<file path="config.mk">
export PLATFORM = sky130hd
export DESIGN_NAME = pixel_out_fifo
export DESIGN_NICKNAME = d
export VERILOG_FILES = /design/src/rtl/pixel_out_fifo.sv
export SDC_FILE = /design/constraint.sdc
export NUM_CORES = 1
export LEC_CHECK = 0
export ABC_AREA = 1
export BUFFER_PORTS_ARGS = -buffer_cell sky130_fd_sc_hd__buf_4
export CORE_AREA = 4 4 67 69
export DETAILED_ROUTE_END_ITERATION = 6
export DIE_AREA = 0 0 71 73
export PLACE_DENSITY = 0.67
export SYNTH_ARGS = -nofsm -noshare
export SYNTH_HDL_FRONTEND = slang
export SYNTH_SLANG_ARGS = --single-unit
</file>
<file path="constraint.sdc">
create_clock -name CLK -period 3.28 [get_ports CLK]
set_input_delay 0 -clock CLK [delete_from_list [all_inputs] [get_ports CLK]]
set_output_delay 0 -clock CLK [all_outputs]
set_load 0.01 [all_outputs]
</file>
<file path="src/rtl/pixel_out_fifo.sv">
// pixel_out_fifo
// First-word-fall-through output FIFO at the tail of the RGB-to-gray
// pixel path. It buffers converted pixels for the downstream consumer.
//
// Parameters
//   WIDTH        pixel data width in bits
//   DEPTH        number of entries (power of two, >= 2)
//   AFULL_LEVEL  occupancy at or above which Almost_Full asserts
//
// Ports
//   CLK          single clock, rising edge
//   RESET        asynchronous active-high reset
//   CLEAR        synchronous active-low flush
//   In_Valid     push request (never held by the converter)
//   Data_In      pixel to push
//   In_Ready     advisory, high when not full
//   Out_Valid    head entry present
//   Out_Ready    consumer accepts the head entry this cycle
//   Data_Out     head entry, forced to 0 when empty
//   Count        current occupancy, 0..DEPTH
//   Almost_Full  Count >= AFULL_LEVEL
//   Overflow     sticky, set when a push was dropped
module pixel_out_fifo #(
    parameter int WIDTH       = 8,
    parameter int DEPTH       = 4,
    parameter int AFULL_LEVEL = DEPTH - 1
) (
    input  logic                       CLK,
    input  logic                       RESET,
    input  logic                       CLEAR,
    input  logic                       In_Valid,
    input  logic [WIDTH-1:0]           Data_In,
    output logic                       In_Ready,
    output logic                       Out_Valid,
    input  logic                       Out_Ready,
    output logic [WIDTH-1:0]           Data_Out,
    output logic [$clog2(DEPTH):0]     Count,
    output logic                       Almost_Full,
    output logic                       Overflow
);

    localparam int PTR_W = $clog2(DEPTH);
    localparam int CNT_W = PTR_W + 1;

    localparam logic [CNT_W-1:0] FULL_CNT  = CNT_W'(DEPTH);
    localparam logic [CNT_W-1:0] AFULL_CNT = CNT_W'(AFULL_LEVEL);

    logic [WIDTH-1:0] mem [DEPTH];
    logic [PTR_W-1:0] wr_ptr;
    logic [PTR_W-1:0] rd_ptr;
    logic [CNT_W-1:0] count;
    logic             overflow_q;

    logic full;
    logic empty;
    logic push;
    logic pop;
    logic do_write;
    logic drop;

    assign full  = (count == FULL_CNT);
    assign empty = (count == '0);

    assign push = In_Valid;
    assign pop  = ~empty & Out_Ready;

    // When full, a push still lands if a pop frees the head slot on the
    // same edge; only an unaccompanied push into a full FIFO is dropped.
    assign do_write = push & (~full | pop);
    assign drop     = push & full & ~pop;

    always_ff @(posedge CLK or posedge RESET) begin
        if (RESET) begin
            wr_ptr     <= '0;
            rd_ptr     <= '0;
            count      <= '0;
            overflow_q <= 1'b0;
        end else if (!CLEAR) begin
            wr_ptr     <= '0;
            rd_ptr     <= '0;
            count      <= '0;
            overflow_q <= 1'b0;
        end else begin
            if (do_write) begin
                wr_ptr <= wr_ptr + PTR_W'(1);
            end
            if (pop) begin
                rd_ptr <= rd_ptr + PTR_W'(1);
            end
            case ({do_write, pop})
                2'b10:   count <= count + CNT_W'(1);
                2'b01:   count <= count - CNT_W'(1);
                default: count <= count;
            endcase
            if (drop) begin
                overflow_q <= 1'b1;
            end
        end
    end

    // Storage has no reset; a flush only needs the pointers cleared, but
    // the write is still suppressed so a flushed push leaves no trace.
    always_ff @(posedge CLK) begin
        if (!RESET && CLEAR && do_write) begin
            mem[wr_ptr] <= Data_In;
        end
    end

    assign In_Ready    = ~full;
    assign Out_Valid   = ~empty;
    assign Data_Out    = empty ? '0 : mem[rd_ptr];
    assign Count       = count;
    assign Almost_Full = (count >= AFULL_CNT);
    assign Overflow    = overflow_q;

endmodule

</file>
-- Word-level counts from Yosys, hierarchy flattened
Memory sizes are Yosys's and may differ from the RTL's.
Cells that the tools add are included.
Widths: inputs -> output; s select.
- bits in registers: 8
- RAM bits: 32
- input port bits: 13
- logic and storage cells: 40
- memories: 1
- add/sub/neg operators: 4
- $lt $le $gt $ge: 1
- eq/ne operators: 7
- multiplexer cells: 11
- bitwise operators: 8
- reduce and logical (&&, ||, !) cells: 4
- memory list (name ; words ; bits a word ; rd ports ; clocked after Yosys merged registers in ; write ports ; RTL line ; text):
    mem ; 4 ; 8 ; 1 ; 0 ; 1 ; 48 ; logic [WIDTH-1:0] mem [DEPTH];
- operators with widths (cell ; number):
    $mux 2 ; 4
    $mux 8 ; 1
    $ne 2x1->1 const B ; 3
    $pmux 3 s2 ; 1
    $add 2x1->2 const B ; 2
    $and 1x1->1 ; 4
    $mux 1 ; 4
    $add 3x1->3 const B ; 1
    $eq 3x3->1 const B ; 1
    $ge 3x2->1 const B ; 1
    $logic_not 3->1 ; 1
    $mux 3 ; 1
    $ne 3x1->1 const B ; 1
    $not 1->1 ; 3
    $sub 3x1->3 const B ; 1
    $eq 2x1->1 const B ; 1
    $eq 2x2->1 const B ; 1
    $logic_and 1x1->1 ; 2
    $logic_not 1->1 ; 1
    $or 1x1->1 ; 1

-- Longest topological paths before layout
- word-level depth: 8
- mapped depth: 13
- gate-level depth less buffers: 13

-- Worst setup path after synthesis
OpenSTA, ideal clock, no wires.
- path type: flip-flop to flip-flop
- start point: register count[0] (netlist: Count[0])
- end point: memory mem[0][0] (enable)
- setup time: 371 ps
- arrival time: 1370 ps
- data required time: 2909 ps
- setup slack: 1539 ps
- stages on the path, launching flop included: 7
- period minus slack after synthesis: 1741 ps
- cells stage by stage: dfrtp_1 > nor2_4 > nand2_2 > o21ai_2 > nor2_2 > nand2_1 > nor2_1
- elaborated cells on any way between the ends: 10
- RTL lines (element ; RTL line ; text):
    from (decl) ; 51 ; logic [CNT_W-1:0] count;
    from (signal assigned) ; 91 ; 2'b10: count <= count + CNT_W'(1);
    from (signal assigned) ; 92 ; 2'b01: count <= count - CNT_W'(1);
    from (signal assigned) ; 93 ; default: count <= count;
    $eq 3x3->1 ; 61 ; assign full = (count == FULL_CNT);
    $not 1->1 ; -- ;
    named net In_Ready ; 33 ; output logic In_Ready,
    $or 1x1->1 ; 69 ; assign do_write = push & (~full | pop);
    $and 1x1->1 ; 69 ;
    $logic_and 1x1->1 ; 104 ; if (!RESET && CLEAR && do_write) begin
    $mux 1 ; 104 ;
    $mux 1 (implied by the code) ; 105 ; mem[wr_ptr] <= Data_In;
    to (decl) ; 48 ;
The timed path passes the listed nets, and every way through them passes these cells.

-- Worst setup path in the final report
- start point: register count[0] (netlist: Count[0])
- end point: memory mem[2][0] (enable)
- longest elaborated chain between the ends: 8
- elaborated cells on any way between the ends: 10
- ends and longest elaborated chain (element ; RTL line ; text):
    $logic_not 3->1 ; 62 ; assign empty = (count == '0);
    $not 1->1 ; 65 ; assign pop = ~empty & Out_Ready;
    $and 1x1->1 ; 65 ;
    $or 1x1->1 * ; 69 ;
    $and 1x1->1 * ; 69 ;
    $logic_and 1x1->1 * ; 104 ;
    $mux 1 * ; 104 ;
    $mux 1 (implied by the code) * ; 105 ;
Every way passes the cells marked *; elsewhere a longest branch is shown, timed or not.

==> impl_metrics.py <==
metrics = {
    "outcome": {
        "status": "completed",
    },
    "synthesis": {
        "synth.ff_latch_count": 40,
        "synth_top_family_by_area": "simple AND/OR/NAND/NOR gates",
        "yosys.area_share.simple_pct": 17.6,
        "synth_xor_area_share_pct": 0.488,
        "avgSynthCellArea_um2": 10.8,
        "synthFlopType": "edfxtp_1",
        "netlist_area_um2": 1800,
        "synth_compound_area_share_pct": 8.43,
        "synth_area_leaders": "edfxtp_1 (54%), dfrtp_1 (11%), nor2_1 (7.9%), o21ai_0 (4.2%), nand2_1 (3.6%)",
        "synth_nets": 185,
        "yosysUniqueCellTypes": 24,
        "synth_top_area_cell": "edfxtp_1",
        "synth_edf_count": 32,
        "synth_fa_ha_area_share_pct": 3.90,
        "synthMostInstantiatedCell": "nor2_1",
        "synth_mux_area_share_pct": 0,
        "synth_common_cells": "nor2_1 (38), edfxtp_1 (32), nand2_1 (17), o21ai_0 (15), inv_1 (13)",
        "async_reset_ff_share_pct": 20.0,
        "netlist.area_leader.share_pct": 53.5,
        "yosysWarnings": 0,
        "ys_seq_area_share_pct": 64.7,
        "syn_inst": 167,
    },
    "route": {
        "post_drt_wl_per_cell_um": 13.9,
        "first_iter_violations": 51,
        "routed-wl-met3_um": 154,
        "topRoutingLayerUsed": "met4",
        "wl_met2_mm": 1.90,
        "firstDrtPassIters": 4,
        "viasPerCell": 4.87,
        "wirelength_met1_mm": 1.49,
        "drc": 0,
        "ant_nets": 0,
        "vias": 1256,
        "routed_wl_mm": 3.58,
    },
    "sta": {
        "relSlewSlack_pct": 49.3,
        "setup_tns_ns": 0,
        "hold_violations": 0,
        "rsz0062_at_grt": "false",
        "setup_viol": 0,
        "fin_crit_ns": 1.98,
        "worst_pin_slew_ns": 0.758,
        "finalCritPeriodShare_pct": 60.3,
        "fmax_ghz": 0.506,
        "fin_skew_ns": 0.00162,
        "hold_slack_ns": 0.0538,
        "slew_violations": 0,
    },
    "clock_network": {
        "cts_resized": 0,
        "clk_pin_slew_ns": 0.07,
        "cts_hold_buf": 10,
        "cts_buffers": 5,
        "clockBufferDepth": 2,
        "cts_tree": "done",
        "htreeDepth": 2,
        "cts_sinks": 40,
        "clock_latency_ns": 0.28,
        "cts_root_buffer": "clkbuf_8",
        "post-cts-setup-buffers": 0,
    },
    "setup_path": {
        "critPathArrivalTime_ns": 1.89,
        "crit_path_end_kind": "flop",
        "reg2reg_to": "mem[2][0]",
        "crit_family": "simple AND/OR/NAND/NOR gates",
        "path_buf_inv": 0,
        "worst-path-max-fanout": 8,
        "slowest_stage": "nor2_1",
        "worst-setup-path-type": "reg2reg",
        "startpoint_type": "flop",
        "critical_path.cell_chain": "nor2_4 -> nand2_2 -> o21ai_2 -> nor2_2 -> nand2_1 -> nor2_1",
        "r2r_slack_ns": 1.30,
        "rr_startpoint": "Count[0]",
        "max_stage_delay_ns": 0.60,
        "worstPathRequired_ns": 3.20,
        "cp.depth": 6,
        "worst-r2r-cell-count": 6,
    },
    "die": {
        "rows": 23,
        "die_w_um": 71,
        "die_h_um": 73,
        "pin_count": 28,
        "coreArea_um2": 3910,
        "initial_core_util_pct": 45.9,
        "die_area_um2": 5180,
    },
    "final_layout": {
        "drive_gt1_share_pct": 21.6,
        "nets": 225,
        "finalInstanceArea_um2": 2220,
        "antenna_cells": 0,
        "syn_to_final_growth_pct": 23.4,
    },
    "pwr": {
        "pwr-share-clk_pct": 20.2,
        "peakVddDrop_v": 0.000341,
        "p_leak_nw": 0.915,
        "power_frac_seq_pct": 43.6,
        "power_density_nw_per_um2": 666,
        "finalPower_mw": 1.47,
        "p_sw_share_pct": 35.0,
        "power_frac_comb_pct": 36.1,
        "cellInternalPower_mw": 0.959,
        "switching_power_mw": 0.516,
    },
    "global_route": {
        "grt_antenna_before_repair": 0,
        "grtUsageTotal_pct": 15.0,
        "grt-ovfl-total": 0,
        "first_global_vias": 1272,
        "grt_pass1_wl_mm": 5.96,
        "grt_max_degree": 19,
    },
    "job": {
        "drv_cap": 0,
    },
    "worst_hold_path": {
        "min_to": "wr_ptr[0]",
        "timing.hold.worst_path_depth": 4,
        "min_from": "In_Valid",
        "hp-class": "in2reg",
    },
    "place": {
        "port_buffers": 27,
        "dp_hpwl_mm": 2.60,
        "place_congestion": 0.792,
        "dpl_cell_area_um2": 2040,
    },
}
==> final cells by class <==
cell class | count | area [µm²]
flip-flops and latches | 40 | 1160
clock inverters | 1 | 3.75
repair buffers | 37 | 303
fillers | 339 | 1700
well taps | 50 | 62.6
inverters | 17 | 63.8
clock buffers | 7 | 76.3
multi-input cells | 106 | 546
==> worst register-to-register path, delay by kind of cell (launching register included) <==
kind | cells | cell delay (ns)
simple gates | 5 | 1.03
compound gates | 1 | 0.08
flops | 1 | 0.51
==> metal layers <==
metal	vias to the layer above	global-route usage, %
li1	635	-
met1	593	18.0
met2	22	25.1
met3	6	4.96
met4	0	5.85
met5	-	0
==> state kept, by name (all words and copies together) (netlist names) <==
signal	count
Overflow	1
wr_ptr	2
Count	3
rd_ptr	2
mem	32
==> cells in the final DEF, fill, tap and decap left out, drive strengths merged, types with 4 or more instances in the layout <==
master / count
a21oi: 9
ha: 4
nand3: 7
dfrtp: 8
nand2: 20
inv: 17
buf: 27
dlygate4sd3: 10
edfxtp: 32
o21ai: 19
nor2: 41
clkbuf: 7
==> power groups by stage <==
stage	clock, mW	combinational [mW]	sequential, mW
6_report	0.298	0.533	0.644
5_1_grt	0.327	0.595	0.651
4_1_cts	0.306	0.540	0.644
3_5_place_dp	0	0.525	0.655
3_3_place_gp	0	0.513	0.651
2_1_floorplan	0	0.323	0.630
==> through the flow <==
step           setup slack [ns]  std cells  util (%)
2_1_floorplan              1.54        167         -
4_1_cts                    1.31        258      56.6
3_3_place_gp               1.40        240      52.0
6_report                   1.30        258      56.6
3_5_place_dp               1.30        240      52.0
5_1_grt                    1.14        258      56.6
==> worst max-delay path by stage <==
stage | startpoint | endpoint | slack (ns)
floorplan | Count[0] | mem[0][0] | 1.54
global placement | Count[0] | mem[2][1] | 1.40
detailed placement | Count[0] | mem[2][5] | 1.30
CTS | Count[0] | mem[1][1] | 1.31
global route | Count[0] | mem[2][5] | 1.14
finish | Count[0] | mem[2][0] | 1.30
==> cell families (layout without fill, tap and decap cells) <==
family	after synthesis	after routing
and+or+nand+nor	71	71
DFF	40	40
AOI/OAI and AO/OA	29	29
buffers and inverters	21	62
adders and majority gates	5	5
xor gates and xnor gates	1	1
Note: power is estimated with default switching activity, not from simulation.
